File: src/rtl/mem_access_stage_if.sv
// Data-memory request/response bus between the memory stage (master) and data memory (slave).
interface mem_access_stage_if #(
    parameter int ADDRESS_BITS = 16
);
    logic                    dmem_req;
    logic                    dmem_we;
    logic [ADDRESS_BITS-1:0] dmem_addr;
    logic [3:0]              dmem_be;
    logic [31:0]             dmem_wdata;
    logic                    dmem_ready;
    logic [31:0]             dmem_rdata;

    modport master (
        output dmem_req, dmem_we, dmem_addr, dmem_be, dmem_wdata,
        input  dmem_ready, dmem_rdata
    );

    modport slave (
        input  dmem_req, dmem_we, dmem_addr, dmem_be, dmem_wdata,
        output dmem_ready, dmem_rdata
    );
endinterface

File: src/rtl/mem_access_stage.sv
// RISC-V memory stage: issues aligned loads/stores over a req/ready bus, extracts load data,
// and presents a registered writeback bundle; stalls upstream while a transaction is open.
module mem_access_stage #(
    parameter int ADDRESS_BITS = 16
) (
    input  logic                clock,
    input  logic                reset,
    input  logic                ex_valid,
    input  logic                ex_mem_read,
    input  logic                ex_mem_write,
    input  logic [2:0]          ex_funct3,
    input  logic                ex_reg_write,
    input  logic [4:0]          ex_rd,
    input  logic [31:0]         ALU_result,
    input  logic [31:0]         ex_store_data,
    output logic                stall,
    mem_access_stage_if.master  dmem,
    output logic                wb_valid,
    output logic                wb_reg_write,
    output logic [4:0]          wb_rd,
    output logic [31:0]         wb_data,
    output logic                mem_fault
);
    typedef enum logic {IDLE, BUSY} state_t;

    state_t                  r_state, w_state_n;
    logic                    r_req, w_req_n;
    logic                    r_we, w_we_n;
    logic [ADDRESS_BITS-1:0] r_addr, w_addr_n;
    logic [3:0]              r_be, w_be_n;
    logic [31:0]             r_wdata, w_wdata_n;
    logic [2:0]              r_funct3, w_funct3_n;
    logic [1:0]              r_lane, w_lane_n;
    logic [4:0]              r_rd, w_rd_n;
    logic                    r_reg_write, w_reg_write_n;
    logic                    r_wb_valid, w_wb_valid_n;
    logic                    r_wb_reg_write, w_wb_reg_write_n;
    logic [4:0]              r_wb_rd, w_wb_rd_n;
    logic [31:0]             r_wb_data, w_wb_data_n;
    logic                    r_mem_fault, w_mem_fault_n;

    logic                    w_mem_op;
    logic                    w_f3_legal;
    logic                    w_misaligned;
    logic                    w_fault;
    logic [3:0]              w_be;
    logic [31:0]             w_wdata;
    logic [31:0]             w_shifted;
    logic [31:0]             w_load;

    assign stall           = (r_state == BUSY);
    assign dmem.dmem_req   = r_req;
    assign dmem.dmem_we    = r_we;
    assign dmem.dmem_addr  = r_addr;
    assign dmem.dmem_be    = r_be;
    assign dmem.dmem_wdata = r_wdata;
    assign wb_valid        = r_wb_valid;
    assign wb_reg_write    = r_wb_reg_write;
    assign wb_rd           = r_wb_rd;
    assign wb_data         = r_wb_data;
    assign mem_fault       = r_mem_fault;

    assign w_mem_op = ex_mem_read | ex_mem_write;
    assign w_fault  = (ex_mem_read & ex_mem_write) | ~w_f3_legal | w_misaligned;

    // Access size comes from funct3[1:0]; funct3[2] only selects zero-extension on loads.
    always_comb begin
        w_f3_legal   = 1'b0;
        w_misaligned = 1'b0;
        w_be         = 4'b1111;
        w_wdata      = ex_store_data;
        case (ex_funct3)
            3'b000, 3'b001, 3'b010: w_f3_legal = 1'b1;
            3'b100, 3'b101:         w_f3_legal = ex_mem_read;
            default:                w_f3_legal = 1'b0;
        endcase
        case (ex_funct3[1:0])
            2'b00: begin
                w_be    = 4'b0001 << ALU_result[1:0];
                w_wdata = {4{ex_store_data[7:0]}};
            end
            2'b01: begin
                w_misaligned = ALU_result[0];
                w_be         = 4'b0011 << ALU_result[1:0];
                w_wdata      = {2{ex_store_data[15:0]}};
            end
            default: w_misaligned = |ALU_result[1:0];
        endcase
    end

    always_comb begin
        w_shifted = dmem.dmem_rdata >> {r_lane, 3'b000};
        case (r_funct3)
            3'b000:  w_load = {{24{w_shifted[7]}}, w_shifted[7:0]};
            3'b001:  w_load = {{16{w_shifted[15]}}, w_shifted[15:0]};
            3'b100:  w_load = {24'd0, w_shifted[7:0]};
            3'b101:  w_load = {16'd0, w_shifted[15:0]};
            default: w_load = w_shifted;
        endcase
    end

    always_comb begin
        w_state_n        = r_state;
        w_req_n          = r_req;
        w_we_n           = r_we;
        w_addr_n         = r_addr;
        w_be_n           = r_be;
        w_wdata_n        = r_wdata;
        w_funct3_n       = r_funct3;
        w_lane_n         = r_lane;
        w_rd_n           = r_rd;
        w_reg_write_n    = r_reg_write;
        w_wb_valid_n     = 1'b0;
        w_wb_reg_write_n = 1'b0;
        w_wb_rd_n        = r_wb_rd;
        w_wb_data_n      = r_wb_data;
        w_mem_fault_n    = 1'b0;
        case (r_state)
            IDLE: begin
                if (ex_valid && !w_mem_op) begin
                    w_wb_valid_n     = 1'b1;
                    w_wb_reg_write_n = ex_reg_write;
                    w_wb_rd_n        = ex_rd;
                    w_wb_data_n      = ALU_result;
                end else if (ex_valid && w_fault) begin
                    w_wb_valid_n  = 1'b1;
                    w_mem_fault_n = 1'b1;
                    w_wb_rd_n     = ex_rd;
                    w_wb_data_n   = ALU_result;
                end else if (ex_valid) begin
                    w_state_n     = BUSY;
                    w_req_n       = 1'b1;
                    w_we_n        = ex_mem_write;
                    w_addr_n      = ALU_result[ADDRESS_BITS+1:2];
                    w_be_n        = w_be;
                    w_wdata_n     = w_wdata;
                    w_funct3_n    = ex_funct3;
                    w_lane_n      = ALU_result[1:0];
                    w_rd_n        = ex_rd;
                    w_reg_write_n = ex_reg_write;
                end
            end
            BUSY: begin
                if (dmem.dmem_ready) begin
                    w_state_n        = IDLE;
                    w_req_n          = 1'b0;
                    w_wb_valid_n     = 1'b1;
                    w_wb_rd_n        = r_rd;
                    w_wb_reg_write_n = r_we ? 1'b0 : r_reg_write;
                    w_wb_data_n      = r_we ? '0 : w_load;
                end
            end
            default: w_state_n = IDLE;
        endcase
    end

    always_ff @(posedge clock) begin
        if (!reset) begin
            r_state        <= IDLE;
            r_req          <= 1'b0;
            r_we           <= 1'b0;
            r_addr         <= '0;
            r_be           <= '0;
            r_wdata        <= '0;
            r_funct3       <= '0;
            r_lane         <= '0;
            r_rd           <= '0;
            r_reg_write    <= 1'b0;
            r_wb_valid     <= 1'b0;
            r_wb_reg_write <= 1'b0;
            r_wb_rd        <= '0;
            r_wb_data      <= '0;
            r_mem_fault    <= 1'b0;
        end else begin
            r_state        <= w_state_n;
            r_req          <= w_req_n;
            r_we           <= w_we_n;
            r_addr         <= w_addr_n;
            r_be           <= w_be_n;
            r_wdata        <= w_wdata_n;
            r_funct3       <= w_funct3_n;
            r_lane         <= w_lane_n;
            r_rd           <= w_rd_n;
            r_reg_write    <= w_reg_write_n;
            r_wb_valid     <= w_wb_valid_n;
            r_wb_reg_write <= w_wb_reg_write_n;
            r_wb_rd        <= w_wb_rd_n;
            r_wb_data      <= w_wb_data_n;
            r_mem_fault    <= w_mem_fault_n;
        end
    end
endmodule

File: src/flat_wrapper.sv
// flat-port wrapper written by rule: the top's interface ports become plain ports
module mem_access_stage_flat 
#(
    parameter int ADDRESS_BITS = 16
)
  (clock, reset, ex_valid, ex_mem_read, ex_mem_write, ex_funct3, ex_reg_write, ex_rd, ALU_result, ex_store_data, stall, wb_valid, wb_reg_write, wb_rd, wb_data, mem_fault, dmem_dmem_req, dmem_dmem_we, dmem_dmem_addr, dmem_dmem_be, dmem_dmem_wdata, dmem_dmem_ready, dmem_dmem_rdata);
  mem_access_stage_if #(.ADDRESS_BITS(ADDRESS_BITS)) dmem_i ();
  input  logic clock;
  input  logic reset;
  input  logic ex_valid;
  input  logic ex_mem_read;
  input  logic ex_mem_write;
  input  logic [2:0] ex_funct3;
  input  logic ex_reg_write;
  input  logic [4:0] ex_rd;
  input  logic [31:0] ALU_result;
  input  logic [31:0] ex_store_data;
  output logic stall;
  output logic wb_valid;
  output logic wb_reg_write;
  output logic [4:0] wb_rd;
  output logic [31:0] wb_data;
  output logic mem_fault;
  output wire logic [$bits(dmem_i.dmem_req)-1:0] dmem_dmem_req;
  output wire logic [$bits(dmem_i.dmem_we)-1:0] dmem_dmem_we;
  output wire logic [$bits(dmem_i.dmem_addr)-1:0] dmem_dmem_addr;
  output wire logic [$bits(dmem_i.dmem_be)-1:0] dmem_dmem_be;
  output wire logic [$bits(dmem_i.dmem_wdata)-1:0] dmem_dmem_wdata;
  input wire logic [$bits(dmem_i.dmem_ready)-1:0] dmem_dmem_ready;
  input wire logic [$bits(dmem_i.dmem_rdata)-1:0] dmem_dmem_rdata;
  assign dmem_dmem_req = dmem_i.dmem_req;
  assign dmem_dmem_we = dmem_i.dmem_we;
  assign dmem_dmem_addr = dmem_i.dmem_addr;
  assign dmem_dmem_be = dmem_i.dmem_be;
  assign dmem_dmem_wdata = dmem_i.dmem_wdata;
  assign dmem_i.dmem_ready = dmem_dmem_ready;
  assign dmem_i.dmem_rdata = dmem_dmem_rdata;
  mem_access_stage #(.ADDRESS_BITS(ADDRESS_BITS)) u_core (.clock(clock), .reset(reset), .ex_valid(ex_valid), .ex_mem_read(ex_mem_read), .ex_mem_write(ex_mem_write), .ex_funct3(ex_funct3), .ex_reg_write(ex_reg_write), .ex_rd(ex_rd), .ALU_result(ALU_result), .ex_store_data(ex_store_data), .stall(stall), .dmem(dmem_i), .wb_valid(wb_valid), .wb_reg_write(wb_reg_write), .wb_rd(wb_rd), .wb_data(wb_data), .mem_fault(mem_fault));
endmodule
File: config.mk
export PLATFORM = sky130hd
export DESIGN_NAME = mem_access_stage_flat
export DESIGN_NICKNAME = d
export VERILOG_FILES = /design/src/rtl/mem_access_stage_if.sv /design/src/rtl/mem_access_stage.sv /design/src/flat_wrapper.sv
export SDC_FILE = /design/constraint.sdc
export NUM_CORES = 1
export LEC_CHECK = 0
export CORE_MARGIN = 2
export CORE_UTILIZATION = 40
export DETAILED_ROUTE_END_ITERATION = 10
export DONT_BUFFER_PORTS = 1
export SLEW_MARGIN = 10
export SYNTH_ARGS = -nofsm -noshare
export SYNTH_HDL_FRONTEND = slang
export SYNTH_SLANG_ARGS = --single-unit
File: constraint.sdc
create_clock -name clock -period 3.8 [get_ports clock]
set_clock_uncertainty 0.2 [all_clocks]
set_input_delay 0.57 -clock clock [delete_from_list [all_inputs] [get_ports clock]]
set_output_delay 0.57 -clock clock [all_outputs]
set_load 0.05 [all_outputs]
==> metrics.txt, run 1 <==
Avg Inst Size Synth=8.73 um2; clk_lat worst skew=0.36 ns; initial antenna violation count=0; RSZ-0062 raised after global routing=false; RR Endpoint=u_core.dmem.dmem_wdata[27]; period utilisation layout=75.7%; Synth top area share=41.0%; Seq/Total Area, Yosys=41.0%; relative slew slack=45.1%; Longest Clk Path Bufs=2; async set-or-reset flop fraction in the synthesized netlist=0%; Post-Syn Instances=593; slowest cell on the critical path=and3_2; FF+latch count, synth=106; Worst setup SP type=register; hpwl dp=11100 um; reg2reg path depth=7; die height=118 um; chip width=118 um; Hold-fix buffers, CTS=0; CP Max Fanout=27; largest net degree at the start of global routing=107; storage element area=2120 um2; dominant cell type by area after synthesis=dfxtp_1; global-route wire length before repair=24100 um; # rows=41; Clock H-tree levels=3; CP Class=register to register; Hold Path Cell Cnt=2; worst r2r src=u_core.stall; CP Cell Sequence=buf_4 > nor2b_1 > nor2b_1 > and3_2 > buf_4 > o211ai_1 > a21boi_0; Largest delay share family, worst path=simple AND/OR/NAND/NOR gates; WL final=15500 um; slowest cell delay on critical path=0.59 ns; synthesized area=5170 um2; Max Fclk=347 MHz; VDD IR max=0.199 mV; initial core utilization=41.0%; WL per Instance=21.1 um; Routability Congestion=0.862; Synth Flop Type=dfxtp_1; Synth Warn #=0; Multi-input gate area=2760 um2; final hold violations=0; diodes inserted=0; Max-Cap Viols=0; fraction of layout cells with a size suffix above 1=5.87%; Core ar.=12600 um2; post-synthesis net count=704; leakage=0.00235 uW; post_cts resized=0; Root Driver=clkbuf_16; grt ovf=0; most frequent cell after synthesis=nand2_1; gr usage total=22.0%; worst hold start=ex_store_data[4]; Worst-Margin Slew=0.823 ns; clk sinks=106; leading cell types by count after synthesis=139 x nand2_1, 106 x dfxtp_1, 47 x o211a_1; Crit path required time=3.88 ns; Pre-antenna DRT Iters=5; crit path buf inv count=2; cell area after layout=5540 um2; Hold Crit Endpoint=u_core.dmem.dmem_wdata[4]; initial DRC count=324; Period minus WS final=2.88 ns; Hold Path Class=input port to register; fin. max-slew vios=0; area grow syn2layout=6.99%; CP Capture Type=register; status=finished clean; Util after Layout=43.9%; IO Pins=206; Post-CTS Setup Inserts=0; clock buffer count from CTS=9; via count=4323; I/O Buffers=0; count of final setup violators=0; clock slew at reported path FFs=0.08 ns; Synth area leaders=dfxtp_1 41%, nand2_1 10%, o211a_1 9.1%; drc violations=0; vias in the first global route=4174; setup total negative slack=0 ns; average vias per placed instance=5.89; Fillers=1303; die area=13900 um2; nets@finish=668; R2R Setup Slk=0.92 ns; Post-DRT Antenna Nets=0; Area after DPL=5220 um2; Crit path arrival time=2.96 ns; EDFF count, synth=0; Yosys cell types=40; CTS tree=built; Cell Pwr Density=486 nW/um2
==> cell usage in the layout (no fill, tap or decap), types with 3 or more instances in the layout <==
master / instances
dfxtp_1: 105
a22oi_1: 9
nor2b_1: 11
o2111ai_1: 9
a211o_1: 6
a21oi_1: 11
nor3_1: 3
o211ai_1: 17
inv_1: 3
nand3_1: 19
o21ai_0: 17
a21boi_0: 7
nor2_1: 11
a32oi_1: 13
o211a_1: 47
mux2i_1: 39
clkbuf_16: 9
buf_4: 9
a21boi_1: 40
nand2_1: 139
nand3b_1: 7
==> final cells by class <==
type | instances | share of cell area, %
clock buffer | 10 | 4.32
clock inverter | 6 | 1.33
inverter | 4 | 0.271
multi-input combinational | 425 | 49.9
sequential | 106 | 38.4
tap | 172 | 3.89
timing repair buffer | 11 | 1.94
==> registers in the layout, summed over array words and instances, names as in the netlist <==
name,cells
u_core.dmem.dmem_be,4
u_core.r_funct3,3
u_core.dmem.dmem_addr,16
u_core.wb_valid,1
u_core.dmem.dmem_we,1
u_core.r_lane,2
u_core.wb_data,32
u_core.r_rd,5
u_core.mem_fault,1
u_core.dmem.dmem_wdata,32
u_core.wb_reg_write,1
u_core.stall,1
u_core.wb_rd,5
u_core.r_reg_write,1
u_core.dmem.dmem_req,1
==> routing by layer <==
metal	routed length (um)	up-vias	global-route usage, %
met3	1550	17	7.95
met1	6240	2050	26.6
met5	0	-	0
met4	266	0	7.76
met2	7400	195	36.1
li1	-	2061	-
==> per-stage QoR <==
stage                     std cells  power, uW  hold WS (ns)  setup slack [ns]
after global placement          718       1730         0.241             0.849
after global routing            734       2800         0.138             0.672
after detailed placement        718       1730         0.247             0.779
after CTS                       734       2720         0.130             0.899
final                           734       2690         0.140             0.922
after floorplan                 593       1700         0.235              1.50
==> power breakdown <==
part | total (uW) | leakage [uW] | internal (uW) | switching (uW)
Sequential | 1450 | 0.000868 | 1180 | 276
Combinational | 253 | 0.00134 | 117 | 135
Clock | 986 | 0.000147 | 538 | 448
==> cell families (layout without fill, tap and decap cells) <==
family / count (synthesis) / count (layout) / share of synthesized area, %
flops: 106 / 106 / 41.0
buf+inv: 62 / 31 / 6.02
simple gates: 200 / 200 / 16.7
mux: 40 / 40 / 7.76
xor+xnor: 1 / 1 / 0.169
compound gates: 184 / 184 / 28.4
==> worst max path at each step <==
stage	start	end	slack, ns	cells after the start
2_1_floorplan	ex_funct3[1]	u_core.wb_data[27]	1.50	7
3_3_place_gp	ex_funct3[1]	u_core.dmem.dmem_wdata[27]	0.85	6
3_5_place_dp	ex_funct3[1]	u_core.dmem.dmem_wdata[12]	0.78	6
4_1_cts	u_core.stall	u_core.dmem.dmem_wdata[27]	0.90	7
5_1_grt	u_core.stall	u_core.dmem.dmem_wdata[27]	0.67	7
6_report	u_core.stall	u_core.dmem.dmem_wdata[27]	0.92	7
Power figures use the tool's default switching activity.
==> run 2, diff against run 1 <==
--- a/config.mk
+++ b/config.mk
@@ -5,6 +5,7 @@
 export SDC_FILE = /design/constraint.sdc
 export NUM_CORES = 1
 export LEC_CHECK = 0
+export ABC_AREA = 1
 export CORE_MARGIN = 2
 export CORE_UTILIZATION = 40
 export DETAILED_ROUTE_END_ITERATION = 10
==> constraint.sdc (replaced) <==
create_clock -name clock -period 2.9 [get_ports clock]
set_clock_uncertainty 0.2 [all_clocks]
set_input_delay 0.435 -clock clock [delete_from_list [all_inputs] [get_ports clock]]
set_output_delay 0.435 -clock clock [all_outputs]
set_load 0.05 [all_outputs]
==> run 2 against run 1 <==
Die area rose by 7.6%; sequential share of layout area fell by 2.8 points; worst hold slack got worse by 0.12 ns; register-to-register slack got worse by 0.51 ns; clock power up 29%; largest cell class unchanged.
==> metrics.txt, run 2 <==
fraction of layout cells with a size suffix above 1=8.06% (+2.2 points); leading cell types by count after synthesis=299 x nand2_1, 107 x nand3_1, 106 x dfxtp_1; Total Power=3710 uW (+38%); setup total negative slack=0 ns (unchanged); Cell Pwr Density=621 nW/um2 (+28%); Placed Cells incl. Taps=1005 (+40%); IO Pins=206 (unchanged); EDFF count, synth=0 (unchanged); die height=122 um (+3.7%); clock slew at reported path FFs=0.07 ns (about the same); CP Class=register to register; Synth Flop Type=dfxtp_1; largest net degree at the start of global routing=42 (-61%); Crit path arrival time=2.58 ns (-0.38 ns); Worst setup SP type=register; final cell count without fillers=1024 (+40%); CP Max Fanout=22 (-19%); post-synthesis mux area share=0% (-7.8 points); Yosys cell types=26 (-35%); chip width=122 um (+3.7%); Util after Layout=43.4% (-0.50 points); relative slew slack=47.0% (+1.9 points); async set-or-reset flop fraction in the synthesized netlist=0% (unchanged); Root Driver=clkbuf_16; crit path capture=u_core.wb_data[10]; Clock H-tree levels=3 (unchanged); Seq/Total Area, Yosys=38.0% (-3.0 points); global-route wire length before repair=28000 um (+16%); reg2reg path depth=8 (+1); largest family of logic cells by synthesized area=simple AND/OR/NAND/NOR gates; clock buffer count from CTS=9 (unchanged); Max-Cap Viols=0 (unchanged); WL final=17800 um (+15%); post-synthesis net count=984 (+40%); drc violations=0 (unchanged); vias in the first global route=5175 (+24%); Worst-Margin Slew=0.793 ns (-0.0309 ns); WL per Instance=17.4 um (-17%); Synth top area share=38.0% (-3.0 points); area grow syn2layout=7.06% (about the same); status=finished clean; most common cell after layout, fill and taps aside=nand2_1; area share of fa/ha/maj cells after synthesis=0% (unchanged); average vias per placed instance=5.23 (-11%); R2R Setup Slk=0.41 ns (-0.51 ns); final hold violations=0 (unchanged); die area=14900 um2 (+7.6%); most frequent cell after synthesis=nand2_1; Synth Warn #=0 (unchanged); Hold Path Class=input port to register; Worst setup startpoint=u_core.stall; Post-Synth Simple-Gate Area=42.1% (+25 points); count of final setup violators=0 (unchanged); VDD IR max=0.350 mV (+76%); via count=5353 (+24%); Crit path required time=2.99 ns (-0.89 ns); Compound-Gate Fraction of Synth Area=12.0% (-16 points); dominant cell type by area after synthesis=dfxtp_1; Pre-antenna DRT Iters=5 (unchanged); # rows=43 (+4.9%); leakage=0.00244 uW (+3.5%); Core ar.=13800 um2 (+9.1%); grt ovf=0 (unchanged); CTS tree=built; Period minus WS final=2.49 ns (-0.385 ns); Post-Syn Instances=873 (+47%); synthesized area=5580 um2 (+7.8%); period utilisation layout=86.0% (+10 points); RSZ-0062 raised after global routing=false; I/O Buffers=0 (unchanged); FF+latch count, synth=106 (unchanged); Longest Clk Path Bufs=2 (unchanged); RR Endpoint=u_core.wb_data[10]; worst r2r src=u_core.stall; nets@finish=950 (+42%); diodes inserted=0 (unchanged); gr usage total=23.9% (+1.9 points); Routability Congestion=0.912 (+5.9%); clk_lat worst skew=0.36 ns (about the same); commonest cells after routing, fill and taps aside=298 x nand2_1, 107 x nand3_1, 106 x dfxtp_1, 85 x nor2_1, 70 x a21oi_1; fin. max-slew vios=0 (unchanged); post-synthesis xor/xnor area fraction=0% (-0.17 points); hpwl dp=12400 um (+12%); initial antenna violation count=0 (unchanged); Synth area leaders=dfxtp_1 38%, nand2_1 20%, nand3_1 9.6%; Max Fclk=401 MHz (+15%); initial DRC count=318 (-1.9%); clk sinks=106 (unchanged); Post-DRT Antenna Nets=0 (unchanged); Avg Inst Size Synth=6.39 um2 (-27%); CP Capture Type=register; initial core utilization=40.5% (-0.49 points)
run 2: cell types whose count changed after synthesis, moves of 13 or more:
cell	delta
buf_2	+20
a21boi_1	-40
o211a_1	-47
a21oi_1	+59
mux2i_1	-39
a32oi_1	-13
nor2_1	+75
o21ai_0	+34
nand3b_1	+14
nand2_1	+160
inv_1	+21
nand3_1	+87
run 2: power by group:
group	total, uW	leakage [uW]	switching (uW)	internal (uW)
registers	1910	0.000867	366	1550
logic	529	0.00142	352	178
clock network	1270	0.000144	590	680
run 2: kinds of logic after synthesis:
logic type	Yosys count
DFF	106
and+or+nand+nor	539
buffers and inverters	98
AOI/OAI and AO/OA	130
run 2: metrics by stage:
stage | setup WS, ns | instance area [um2] | hold WS (ns)
after floorplan | 0.991 | 5580 | 0.239
after global placement | 0.486 | 5640 | 0.250
after detailed placement | 0.409 | 5640 | 0.254
after CTS | 0.391 | 5970 | 0.000105
after global routing | 0.130 | 5970 | 0.0100
final | 0.407 | 5970 | 0.0165
run 2: worst max-delay path, stage by stage, from the launching register on:
cell and delay (ns):
dfxtp_1 0.63, inv_1 0.11, nand2_1 0.08, nand2_1 0.06
inv_2 0.31, nand2_2 0.33, inv_2 0.47, nor2_1 0.11
nor2_1 0.11
run 2: timing repair:
action / 4_1_cts / 5_1_grt
buffers inserted: 0 / 0
hold buffers: 3 / 0
endpoints found under the hold margin: 17 / 0
resized for setup: 0 / 0
run 2: worst min-delay path by stage:
stage,startpoint,end,cells after the start
floorplan,u_core.r_rd[2],u_core.r_rd[2],2
finish,reset,u_core.wb_rd[1],2
detailed placement,u_core.r_rd[0],u_core.r_rd[0],2
CTS,reset,u_core.wb_rd[2],2
global route,reset,u_core.wb_rd[2],2
global placement,u_core.r_rd[2],u_core.r_rd[2],2
run 2: routing by layer:
metal | share of wire, % | vias to the layer above | GRT usage [%]
li1 | - | 2752 | -
met1 | 41 | 2377 | 29.6
met2 | 47 | 195 | 38.1
met3 | 9.8 | 29 | 8.85
met4 | 2.4 | 0 | 8.84
met5 | 0 | - | 0
run 2: layout make-up:
cell class              count  area [um2]
fillers                  1532        7800
clock inverters             6        72.6
inverters                  33         124
flip-flops and latches    106        2120
repair buffers             20         170
multi-input cells         669        3030
clock buffers              10         229
well taps                 180         225
==> run 3, diff against run 2 <==
--- a/config.mk
+++ b/config.mk
@@ -6,10 +6,14 @@
 export NUM_CORES = 1
 export LEC_CHECK = 0
 export ABC_AREA = 1
+export CELL_PAD_IN_SITES_DETAIL_PLACEMENT = 1
+export CELL_PAD_IN_SITES_GLOBAL_PLACEMENT = 2
 export CORE_MARGIN = 2
-export CORE_UTILIZATION = 40
+export CORE_UTILIZATION = 32
 export DETAILED_ROUTE_END_ITERATION = 10
 export DONT_BUFFER_PORTS = 1
+export PLACE_DENSITY_LB_ADDON = 0.1
+export SETUP_SLACK_MARGIN = 0.4
 export SLEW_MARGIN = 10
 export SYNTH_ARGS = -nofsm -noshare
 export SYNTH_HDL_FRONTEND = slang
==> run 3 against run 2 <==
Critical path depth unchanged; register-to-register slack improved by 0.28 ns; clock-buffer cell count unchanged; largest power group unchanged.
==> metrics.txt, run 3 (synthesis results as in run 2) <==
Hold-fix buffers, CTS=1 (-2); WL final=21100 um (+18%); via count=5607 (+4.7%); period utilisation layout=76.2% (-9.7 points); status=finished clean; clk sinks=106 (unchanged); Util after Layout=34.9% (-8.5 points); clk_lat worst skew=0.35 ns (about the same); Root Driver=clkbuf_16; initial DRC count=234 (-26%); global-route wire length before repair=32100 um (+15%); initial core utilization=32.5% (-8.0 points); hpwl dp=15600 um (+26%); Period minus WS final=2.21 ns (-0.283 ns); count of final setup violators=0 (unchanged); CP Capture Type=register; VDD IR max=0.271 mV (-22%); Longest Clk Path Bufs=2 (unchanged); most common cell after layout, fill and taps aside=nand2_1; drc violations=0 (unchanged); CTS tree=built; WL per Instance=19.8 um (+13%); Max Fclk=452 MHz (+13%); worst hold slack=0.0243 ns (+0.00782 ns); area grow syn2layout=7.31%; vias in the first global route=5815 (+12%); initial antenna violation count=0 (unchanged); Clock H-tree levels=3 (unchanged); Worst setup SP type=register; I/O Buffers=0 (unchanged); Post-CTS Setup Inserts=0 (unchanged); largest net degree at the start of global routing=65 (+55%); Hold Path Class=input port to register; grt ovf=0 (unchanged); RSZ-0062 raised after global routing=false; Pre-antenna DRT Iters=4 (-1); Crit path required time=3.00 ns (about the same); post_cts resized=0 (unchanged); commonest cells after routing, fill and taps aside=298 x nand2_1, 107 x nand3_1, 106 x dfxtp_1, 85 x nor2_1, 70 x a21oi_1; Post-DRT Antenna Nets=0 (unchanged); setup total negative slack=0 ns (unchanged); chip width=136 um (+11%); nets@finish=948 (-0.21%); fraction of layout cells with a size suffix above 1=8.08% (+0.019 points); clock slew at reported path FFs=0.07 ns (about the same); clock buffer count from CTS=9 (unchanged); Core ar.=17200 um2 (+25%); leakage=0.00242 uW (-0.65%); average vias per placed instance=5.25 (+0.52%); diodes inserted=0 (unchanged); Cell Pwr Density=609 nW/um2 (-2.0%); die area=18500 um2 (+24%); CP Max Fanout=38 (+73%); IO Pins=206 (unchanged); Worst-Margin Slew=0.699 ns (-0.0934 ns); Max-Cap Viols=0 (unchanged); gr usage total=22.5% (-1.4 points); die height=136 um (+11%); # rows=48 (+12%); relative slew slack=53.4% (+6.4 points); final hold violations=0 (unchanged); fin. max-slew vios=0 (unchanged); CP Class=register to register; Crit path arrival time=2.31 ns (-0.27 ns); Routability Congestion=0.807 (-12%)
run 3: worst paths after layout:
kind	end	slack, ns	depth (start not counted)	start
worst min register to register	u_core.r_rd[3]	0.26	2	u_core.r_rd[3]
worst max register to register	u_core.wb_data[28]	0.69	8	u_core.stall
worst max-delay path	u_core.wb_data[28]	0.69	8	u_core.stall
worst min-delay path	u_core.wb_rd[3]	0.02	2	reset
run 3: metal layers:
layer | GRT usage, % | vias up | share of wire (%)
met3 | 7.23 | 24 | 7.8
met5 | 0 | - | 0
met1 | 25.8 | 2696 | 40
li1 | - | 2743 | -
met4 | 6.71 | 0 | 2.0
met2 | 39.8 | 144 | 50
run 3: critical path, cell delays in order (launching register included):
cell and delay [ns]:
dfxtp_1 0.64, inv_1 0.11, buf_4 0.29, nor2_2 0.12, buf_4 0.33, nand2_1 0.10, nor2_1 0.18, nor2_1 0.08
nor2_1 0.08
run 3: per-stage QoR:
| stage | worst slack, ns | power, uW | cells | cell area [um2] |
|---|---|---|---|---|
| floorplan | 0.991 | 2360 | 873 | 5580 |
| global placement | 0.695 | 2490 | 1050 | 5700 |
| detailed placement | 0.632 | 2500 | 1050 | 5700 |
| CTS | 0.656 | 3700 | 1067 | 5990 |
| global route | 0.468 | 3830 | 1067 | 5990 |
| finish | 0.689 | 3650 | 1067 | 5990 |
run 3: cell type report:
type / instances / area, um2
timing repair buffer: 18 / 150
clock buffer: 10 / 229
sequential: 106 / 2120
clock inverter: 6 / 50.0
inverter: 33 / 124
fill: 2243 / 11200
tap: 225 / 282
multi-input combinational: 669 / 3030
run 3: report_power, final:
part	total [uW]	switching (uW)	internal [uW]
clock	1180	586	594
combinational	546	370	176
sequential	1920	372	1550
total	3650	1330	2320
